**src/rtl/game_state_seq.sv**
```systemverilog
// Round sequencer for the capture game: READY -> COUNTDOWN -> WAITING -> RESULT.
// Defining ROUND_STATS_EN adds saturating round_cnt / timeout_cnt outputs.
module game_state_seq #(
  parameter int unsigned TICK_CYCLES  = 100000000,
  parameter int unsigned COUNT_STEPS  = 3,
  parameter int unsigned WAIT_TIMEOUT = 500000000,
  parameter int unsigned CNT_W        = 32
) (
  input  logic       clk,
  input  logic       rst,
  input  logic       mid_but,
  input  logic       img_done,
  output logic [1:0] state,
  output logic [3:0] count_val,
  output logic       tick,
  output logic       cap_start,
  output logic       timeout
`ifdef ROUND_STATS_EN
  ,
  output logic [7:0] round_cnt,
  output logic [7:0] timeout_cnt
`endif
);

  typedef enum logic [1:0] {
    READY     = 2'b00,
    COUNTDOWN = 2'b01,
    WAITING   = 2'b10,
    RESULT    = 2'b11
  } state_t;

  localparam logic [CNT_W-1:0] TICK_LAST  = CNT_W'(TICK_CYCLES - 1);
  localparam logic [CNT_W-1:0] WAIT_LAST  = CNT_W'((WAIT_TIMEOUT == 0) ? 0 : WAIT_TIMEOUT - 1);
  localparam logic [3:0]       STEPS_INIT = 4'(COUNT_STEPS);

  state_t           r_state;
  logic [CNT_W-1:0] r_cnt;
  logic [CNT_W-1:0] r_wait_cnt;
  logic [3:0]       r_count_val;
  logic             r_tick;
  logic             r_cap_start;
  logic             r_timeout;
  logic             r_but_d;

  state_t           w_state_nx;
  logic [CNT_W-1:0] w_cnt_nx;
  logic [CNT_W-1:0] w_wait_nx;
  logic [3:0]       w_count_nx;
  logic             w_tick_nx;
  logic             w_cap_nx;
  logic             w_timeout_nx;
  logic             w_press;

  assign w_press = mid_but & ~r_but_d;

  // r_but_d resets high so a button held through reset never counts as a press
  always_ff @(posedge clk) begin
    if (rst) begin
      r_state     <= READY;
      r_cnt       <= '0;
      r_wait_cnt  <= '0;
      r_count_val <= 4'd0;
      r_tick      <= 1'b0;
      r_cap_start <= 1'b0;
      r_timeout   <= 1'b0;
      r_but_d     <= 1'b1;
    end else begin
      r_state     <= w_state_nx;
      r_cnt       <= w_cnt_nx;
      r_wait_cnt  <= w_wait_nx;
      r_count_val <= w_count_nx;
      r_tick      <= w_tick_nx;
      r_cap_start <= w_cap_nx;
      r_timeout   <= w_timeout_nx;
      r_but_d     <= mid_but;
    end
  end

  always_comb begin
    w_state_nx   = r_state;
    w_cnt_nx     = r_cnt;
    w_wait_nx    = r_wait_cnt;
    w_count_nx   = r_count_val;
    w_tick_nx    = 1'b0;
    w_cap_nx     = 1'b0;
    w_timeout_nx = r_timeout;
    case (r_state)
      READY: begin
        w_count_nx = 4'd0;
        if (w_press) begin
          w_state_nx = COUNTDOWN;
          w_count_nx = STEPS_INIT;
          w_cnt_nx   = '0;
        end
      end
      COUNTDOWN: begin
        // abort beats a tick landing on the same edge
        if (w_press) begin
          w_state_nx = READY;
          w_count_nx = 4'd0;
          w_cnt_nx   = '0;
        end else if (r_cnt == TICK_LAST) begin
          w_cnt_nx   = '0;
          w_tick_nx  = 1'b1;
          w_count_nx = (r_count_val == 4'd0) ? 4'd0 : r_count_val - 4'd1;
          if (r_count_val <= 4'd1) begin
            w_state_nx = WAITING;
            w_cap_nx   = 1'b1;
            w_wait_nx  = '0;
          end
        end else begin
          w_cnt_nx = r_cnt + CNT_W'(1);
        end
      end
      WAITING: begin
        if (img_done) begin
          w_state_nx   = RESULT;
          w_timeout_nx = 1'b0;
        end else if ((WAIT_TIMEOUT != 0) && (r_wait_cnt == WAIT_LAST)) begin
          w_state_nx   = RESULT;
          w_timeout_nx = 1'b1;
        end else if (WAIT_TIMEOUT != 0) begin
          w_wait_nx = r_wait_cnt + CNT_W'(1);
        end
      end
      RESULT: begin
        if (w_press) begin
          w_state_nx   = READY;
          w_timeout_nx = 1'b0;
        end
      end
      default: begin
        w_state_nx   = READY;
        w_count_nx   = 4'd0;
        w_timeout_nx = 1'b0;
      end
    endcase
  end

  assign state     = r_state;
  assign count_val = r_count_val;
  assign tick      = r_tick;
  assign cap_start = r_cap_start;
  assign timeout   = r_timeout;

`ifdef ROUND_STATS_EN
  logic [7:0] r_round_cnt;
  logic [7:0] r_timeout_cnt;
  logic       w_round_evt;
  logic       w_to_evt;

  assign w_round_evt = (r_state == WAITING) && (w_state_nx == RESULT);
  assign w_to_evt    = w_round_evt && w_timeout_nx;

  always_ff @(posedge clk) begin
    if (rst) begin
      r_round_cnt   <= 8'd0;
      r_timeout_cnt <= 8'd0;
    end else begin
      if (w_round_evt && (r_round_cnt != 8'hFF))
        r_round_cnt <= r_round_cnt + 8'd1;
      if (w_to_evt && (r_timeout_cnt != 8'hFF))
        r_timeout_cnt <= r_timeout_cnt + 8'd1;
    end
  end

  assign round_cnt   = r_round_cnt;
  assign timeout_cnt = r_timeout_cnt;
`endif

endmodule

```
**config.mk**
```make
export PLATFORM = sky130hd
export DESIGN_NAME = game_state_seq
export DESIGN_NICKNAME = d
export VERILOG_FILES = /design/src/rtl/game_state_seq.sv
export SDC_FILE = /design/constraint.sdc
export NUM_CORES = 1
export LEC_CHECK = 0
export BUFFER_PORTS_ARGS = -buffer_cell sky130_fd_sc_hd__buf_4
export CORE_ASPECT_RATIO = 1.2
export CORE_MARGIN = 2
export CORE_UTILIZATION = 30
export DETAILED_ROUTE_END_ITERATION = 6
export PLACE_DENSITY = 0.42
export SYNTH_ARGS = -nofsm -noshare
export SYNTH_HDL_FRONTEND = slang
export SYNTH_SLANG_ARGS = --single-unit
```
**constraint.sdc**
```tcl
create_clock -name clk -period 4.6 [get_ports clk]
set_clock_uncertainty 0.05 [all_clocks]
set_input_delay 0.69 -clock clk [delete_from_list [all_inputs] [get_ports clk]]
set_output_delay 0.69 -clock clk [all_outputs]
set_load 0.05 [all_outputs]
```
## Word-level counts from Yosys, hierarchy flattened

Cells that the tools add are included.

- Bits of input ports: 4
- Flip-flop bits (word level): 74
- Logic and storage cells: 72
- Output and inout port bits: 9

- Add/sub/neg operators: 3
- Eq/ne operators: 15
- Multiplexer cells: 29
- Bitwise gates (word level): 4
- Reduce and logical (&&, ||, !) cells: 12
- $lt $le $gt $ge: 1

Operators with widths:

| cell | count |
|---|---|
| $mux 32 | 8 |
| $pmux 32 s2 | 2 |
| $add 32x1->32 const B | 2 |
| $eq 32x27->1 const B | 1 |
| $eq 32x29->1 const B | 1 |
| $mux 2 | 8 |
| $ne 2x2->1 const B | 7 |
| $mux 4 | 3 |
| $ne 3x3->1 const B | 3 |
| $pmux 2 s4 | 1 |
| $pmux 4 s2 | 1 |
| $reduce_and 6->1 | 1 |
| $reduce_bool 2->1 | 3 |
| $mux 1 | 5 |
| $reduce_and 5->1 | 1 |
| $eq 2x2->1 const B | 2 |
| $le 4x1->1 const B | 1 |
| $logic_not 4->1 | 1 |
| $reduce_and 2->1 | 2 |
| $reduce_or 4->1 | 1 |
| $sub 4x1->4 const B | 1 |
| $not 1->1 | 3 |
| $reduce_and 3->1 | 1 |
| $reduce_or 3->1 | 1 |
| 4 further kinds | 4 |

## Longest topological paths before layout

- Word-level depth: 5
- Mapped depth: 8

## Worst setup path after synthesis

OpenSTA, ideal clock, no wires.

- Path kind: flip-flop to flip-flop
- Start point: register with a tool-made name
- End point: register r_wait_cnt[17]
- Setup time: 0.071 ns
- Setup slack: 2.118 ns
- Data required time: 4.479 ns
- Arrival: 2.361 ns
- Period minus slack after synthesis: 2.482 ns
- Stages on the path, launching flop included: 8
- Path through: dfxtp_1 > clkbuf_2 > nor3b_2 > nand2_1 > or4_1 > buf_2 > or3_1 > a21oi_1

RTL lines:

| what | line | source |
|---|---|---|
| to (signal assigned) | 70 | `r_wait_cnt <= w_wait_nx;` |
| to (decl) | 38 | `logic [CNT_W-1:0] r_wait_cnt;` |

## Final worst setup path

- Start point: register r_cnt[20]
- End point: register r_wait_cnt[15]

- Cells in the longest elaborated chain, start to end: 3

RTL lines:

| what | line | source |
|---|---|---|
| from (decl) | 37 | `logic [CNT_W-1:0] r_cnt;` |
| from (signal assigned) | 69 | `r_cnt <= w_cnt_nx;` |
| $eq 32x27->1 | 102 | `end else if (r_cnt == TICK_LAST) begin` |
| $ne 2x2->1 (no source line) | -- |  |
| $reduce_and 6->1 (no source line) | -- |  |

No other way between the ends.
A chain may end at the register's enable or synchronous reset.

==> results.md <==
Global route:
- Entering global routing, the biggest net connects 31 pins.
- The first global-routing pass estimated between 15,000 and 20,000 um of wire.
- For this run, the total global-route usage over all layers was measured as between 15 and 20%.
- The number of global-route vias before repair is roughly 3,300.
- The total overflow left after global routing is 0.
- The initial antenna violation count is 0.

Route:
- In the final routed layout, each cell accounts on average for 15.1 um.
- The detailed-route vias per instance is around 5.4.
- The count of nets left with antenna violations after detail routing is 0.
- For this block, the initial DRC count from the detailed router was ~160.
- The via total after detailed routing is between 3,000 and 4,000.
- The wire length after detailed routing is approximately 9700 um.
- The number of DRC violations after detailed routing is 0.
- The detailed-router iteration count before antenna repair is 4.

Setup path:
- Among all stages on the critical path, the largest delay is contributed by sky130_fd_sc_hd__nand2_1.
- The critical path goes through nand4_1 -> nor4_2 -> nand4_1 -> nand2_1 -> nor2_1.
- The origin of the worst setup path is r_cnt[20]$_SDFFE_PP0P_.
- The kind of cell adding the most delay to the critical path is simple AND/OR/NAND/NOR gates.
- The reg-to-reg setup timing slack is about 1.7 ns.
- The critical path is of the flop to flop type.
- The worst setup path is captured at a flop.
- For the worst setup path, the data arrival time is just under 3 ns.
- In this run the worst path has a maximum fanout of 30.
- The worst setup path endpoint is r_wait_cnt[15]$_SDFFE_PP0P_.
- The critical path required time is around 4.7 ns.
- The path depth of the worst reg2reg path is 5.
- The critical path contains buffers and inverters numbering 0 combined.
- In this design, the stage delay of the slowest critical-path cell is 0.86 ns.
- The endpoint of the lowest-slack register-to-register path is r_wait_cnt[15]$_SDFFE_PP0P_.
- The most used cell along the critical path is sky130_fd_sc_hd__nand4_1.
- In this run the critical register-to-register path is launched from r_cnt[20]$_SDFFE_PP0P_.
- The worst setup path is launched from a flop.
- Counting buffers and inverters, the worst setup path is 5 cells deep.

CTS:
- The post-cts gate resize count is 0.
- The number of H-tree levels is 3.
- The number of clock buffers added by TritonCTS is 9.
- The count of hold buffers inserted by post-cts repair is 0.
- The maximum clock insertion buffer count is 2.
- The clock insertion delay at the later pin of the skew report is 0.34 ns.
- The clock root buffer is sky130_fd_sc_hd__clkbuf_16.
- The TritonCTS sink count is 74.
- The TritonCTS clock tree is built.
- The number of setup buffers added after CTS is 0.
- The clock edge transition at the registers on the reported setup and hold paths is 0.06 ns.

Power and ir drop:
- The combinational share of power is 3.1%.
- The power density normalized to cell area is 341 nW/um^2.
- Of the total power, the share spent switching nets is 21.3%.
- The power share of the sequential group is 43.9%.
- The internal power consumption is between 1 and 1.5 mW.
- The switching power is 314 uW.
- Per report_power, the clock group accounts for 53.0% of the total.
- The largest vdd supply drop is about 0.17 mV.
- The final total power is 1.47 mW.
- For this design the static power due to leakage is about 1.3 nW.

Place:
- The half-perimeter wire length after placement is between 6000 and 7000 um.
- The routability-driven placement congestion ratio is roughly 0.80.
- In this run the tool buffered the top-level ports with 12 buffer cells.

Synth:
- The combinational family with the most area after synthesis is simple AND/OR/NAND/NOR gates.
- In the post-synthesis netlist, the biggest area contributors are sky130_fd_sc_hd__dfxtp_1, sky130_fd_sc_hd__xnor2_1, sky130_fd_sc_hd__nor2_1.
- The number of nets in the synthesized netlist is 475.
- The top cell type by area accounts for approximately 40% of the synthesized area.
- The cell area after synthesis is roughly 3800 sq um.
- After Yosys synthesis, and, or, nand and nor cells account for roughly 34% of the synthesized area.
- The largest total area in the synthesized netlist belongs to sky130_fd_sc_hd__dfxtp_1.
- The proportion of register bits with asynchronous set or reset after synthesis is 0%.
- Summing the areas of all compound-gate instances in the mapped netlist gives between 10 and 15% of the synthesized area.
- The post-synthesis average cell area is between 8 and 9 sq um.
- During synthesis, Yosys emitted a total of 0 warnings.
- The number of enable flip-flop cells after synthesis is 0.
- Synthesis inferred 74 register bits.
- The portion of synthesized area spent on multiplexers is less than 1%.
- After Yosys synthesis, full adders, half adders and majority gates account for 0.663% of the synthesized area.
- The cell count after synthesis came out at around 470.
- Among all flip-flop cells after synthesis, the most frequent one is sky130_fd_sc_hd__dfxtp_1.
- The synthesized netlist devotes around 7.4% of its cell area to XOR and XNOR gates.
- The sequential-to-total area share from yosys stat is between 30% and 40%.
- The distinct cell type count after synthesis is 55.

Die:
- From bottom edge to top edge, the die measures approximately 130 um.
- Once the floorplan was initialized, standard cells occupied between 30% and 40% of the core.
- From left edge to right edge, the die measures roughly 110 um.
- Pin placement for this block handled 13 I/O pins.
- After floorplanning, the core was divided into 44 placement rows.
- The core box area is around 12,000 sq um.
- The die covers ~14,000 sq um.

STA:
- The max-slew violation total from the final report was 0.
- The share of the clock period used by the worst path after layout is between 60% and 70%.
- Setup violations remaining at the end of the flow were counted as 0.
- The count of endpoints failing hold in the final timing report was 0.
- Hold is met by 0.418 ns.
- The setup total negative slack is 0 ns.
- The post-route minimum period is 2.85 ns.
- Timing would allow up to approximately 0.35 GHz.
- The relative slew slack is between 20% and 30%.
- The measured slew at the worst slew-check pin is between 1 and 1.5 ns.
- Setup repair after global routing left no endpoint under its margin.

Finish:
- The post-route netlist has under 10% of its cells at a drive strength greater than 1.
- The library cell used most frequently in the layout, excluding fill and tap cells, is sky130_fd_sc_hd__dfxtp_1.
- The count of filler cells inserted in the layout is 1,296.
- The number of antenna diodes in the final layout is 0.
- Leaving out fill and tap cells, the most frequent cells in the layout are sky130_fd_sc_hd__dfxtp_1, sky130_fd_sc_hd__nor2_1, sky130_fd_sc_hd__nand2_1.
- The multi-input combinational cells in the finished layout cover a total of approximately 2100 sq um.
- The number of nets in the layout is 480.
- The area taken by flip-flops and latches is approximately 1500 sq um.
- The area added between synthesis and finish is 14.5%.

Min path:
- The path class of the tightest hold or removal check is flop to flop.

Outcome:
- The flow ran to the end, and the final reports show no timing, DRC or antenna violations.

Flow run:
- Across the run, the number of max-cap violations was 0.
==> kinds of logic (layout without fill, tap and decap cells) <==
kind of cell	Yosys count	count (layout)
flops	74	74
xor+xnor	32	32
mux	1	1
compound gates	89	89
buf+inv	33	43
simple gates	238	238
fa+ha+maj	2	2
==> synthesized netlist by cell type, drive strengths merged, types with 2 or more instances <==
library cell	count
or3	13
o21ai	16
xnor2	27
nor4	22
ha	2
nor3b	2
a41oi	2
or4	10
nor2b	3
buf	6
nor4b	2
nand2b	2
nor3	12
or2	2
or4b	3
o211ai	4
nand3b	2
o31ai	12
and2	5
a21oi	34
inv	11
dfxtp	74
nor2	52
a31oi	12
and4	8
xor2	5
clkbuf	15
nand4	19
nand2	45
nand3	24
and3	8
==> sequential cells by signal, indices dropped and copies added (netlist names), named ones only <==
| register | count |
|---|---|
| cap_start | 1 |
| count_val | 4 |
| r_but_d | 1 |
| r_cnt | 32 |
| r_wait_cnt | 32 |
| state | 1 |
| tick | 1 |
| timeout | 1 |
==> cell type report <==
class                           instances  area share, %
Clock buffer                           12           5.94
Sequential cell                        74           34.3
Multi-Input combinational cell        362           49.8
Tap cell                              161           4.66
Inverter                               12           1.04
Timing Repair Buffer                   15           2.61
Clock inverter                          4           1.71
==> worst min path at each step <==
stage / startpoint / endpoint / depth (start not counted) / slack, ns
after CTS: count_val[3]$_SDFFE_PP0P_ / count_val[3]$_SDFFE_PP0P_ / 2 / 0.42
after global placement: count_val[3]$_SDFFE_PP0P_ / count_val[3]$_SDFFE_PP0P_ / 2 / 0.41
after global routing: r_cnt[23]$_SDFFE_PP0P_ / r_cnt[23]$_SDFFE_PP0P_ / 1 / 0.46
after floorplan: r_cnt[23]$_SDFFE_PP0P_ / r_cnt[23]$_SDFFE_PP0P_ / 1 / 0.39
after detailed placement: r_cnt[23]$_SDFFE_PP0P_ / r_cnt[23]$_SDFFE_PP0P_ / 1 / 0.41
final: count_val[3]$_SDFFE_PP0P_ / count_val[3]$_SDFFE_PP0P_ / 2 / 0.42
==> worst register-to-register path, stage by stage (launching register included) <==
cell,delay (ns)
sky130_fd_sc_hd__dfxtp_1,0.39
sky130_fd_sc_hd__nand4_1,0.36
sky130_fd_sc_hd__nor4_2,0.65
sky130_fd_sc_hd__nand4_1,0.27
sky130_fd_sc_hd__nand2_1,0.86
sky130_fd_sc_hd__nor2_1,0.13
==> power by group through the flow <==
| stage | Combinational [mW] | Sequential, mW | Clock [mW] |
|---|---|---|---|
| CTS | 0.0465 | 0.646 | 0.803 |
| floorplan | 0.0271 | 0.663 | 0 |
| detailed placement | 0.0463 | 0.661 | 0 |
| finish | 0.0460 | 0.647 | 0.782 |
| global route | 0.0515 | 0.647 | 0.832 |
| global placement | 0.0468 | 0.661 | 0 |
==> stage by stage <==
step	setup slack (ns)	utilization (%)	cells	instance area, sq um
after floorplan	2.12	-	469	3770
after global placement	1.79	32.8	624	3990
after detailed placement	1.71	32.8	624	3990
after CTS	1.70	35.5	640	4320
after global routing	1.39	35.5	640	4320
final	1.75	35.5	640	4320
==> per-layer routing <==
metal	part of all wire (%)	up-vias	GRT usage, %
met3	2.0	12	2.77
met5	0	-	0
met2	49	41	25.6
met1	47	1635	19.2
met4	1.8	0	6.11
li1	-	1744	-
(Power assumes the default switching activity.)
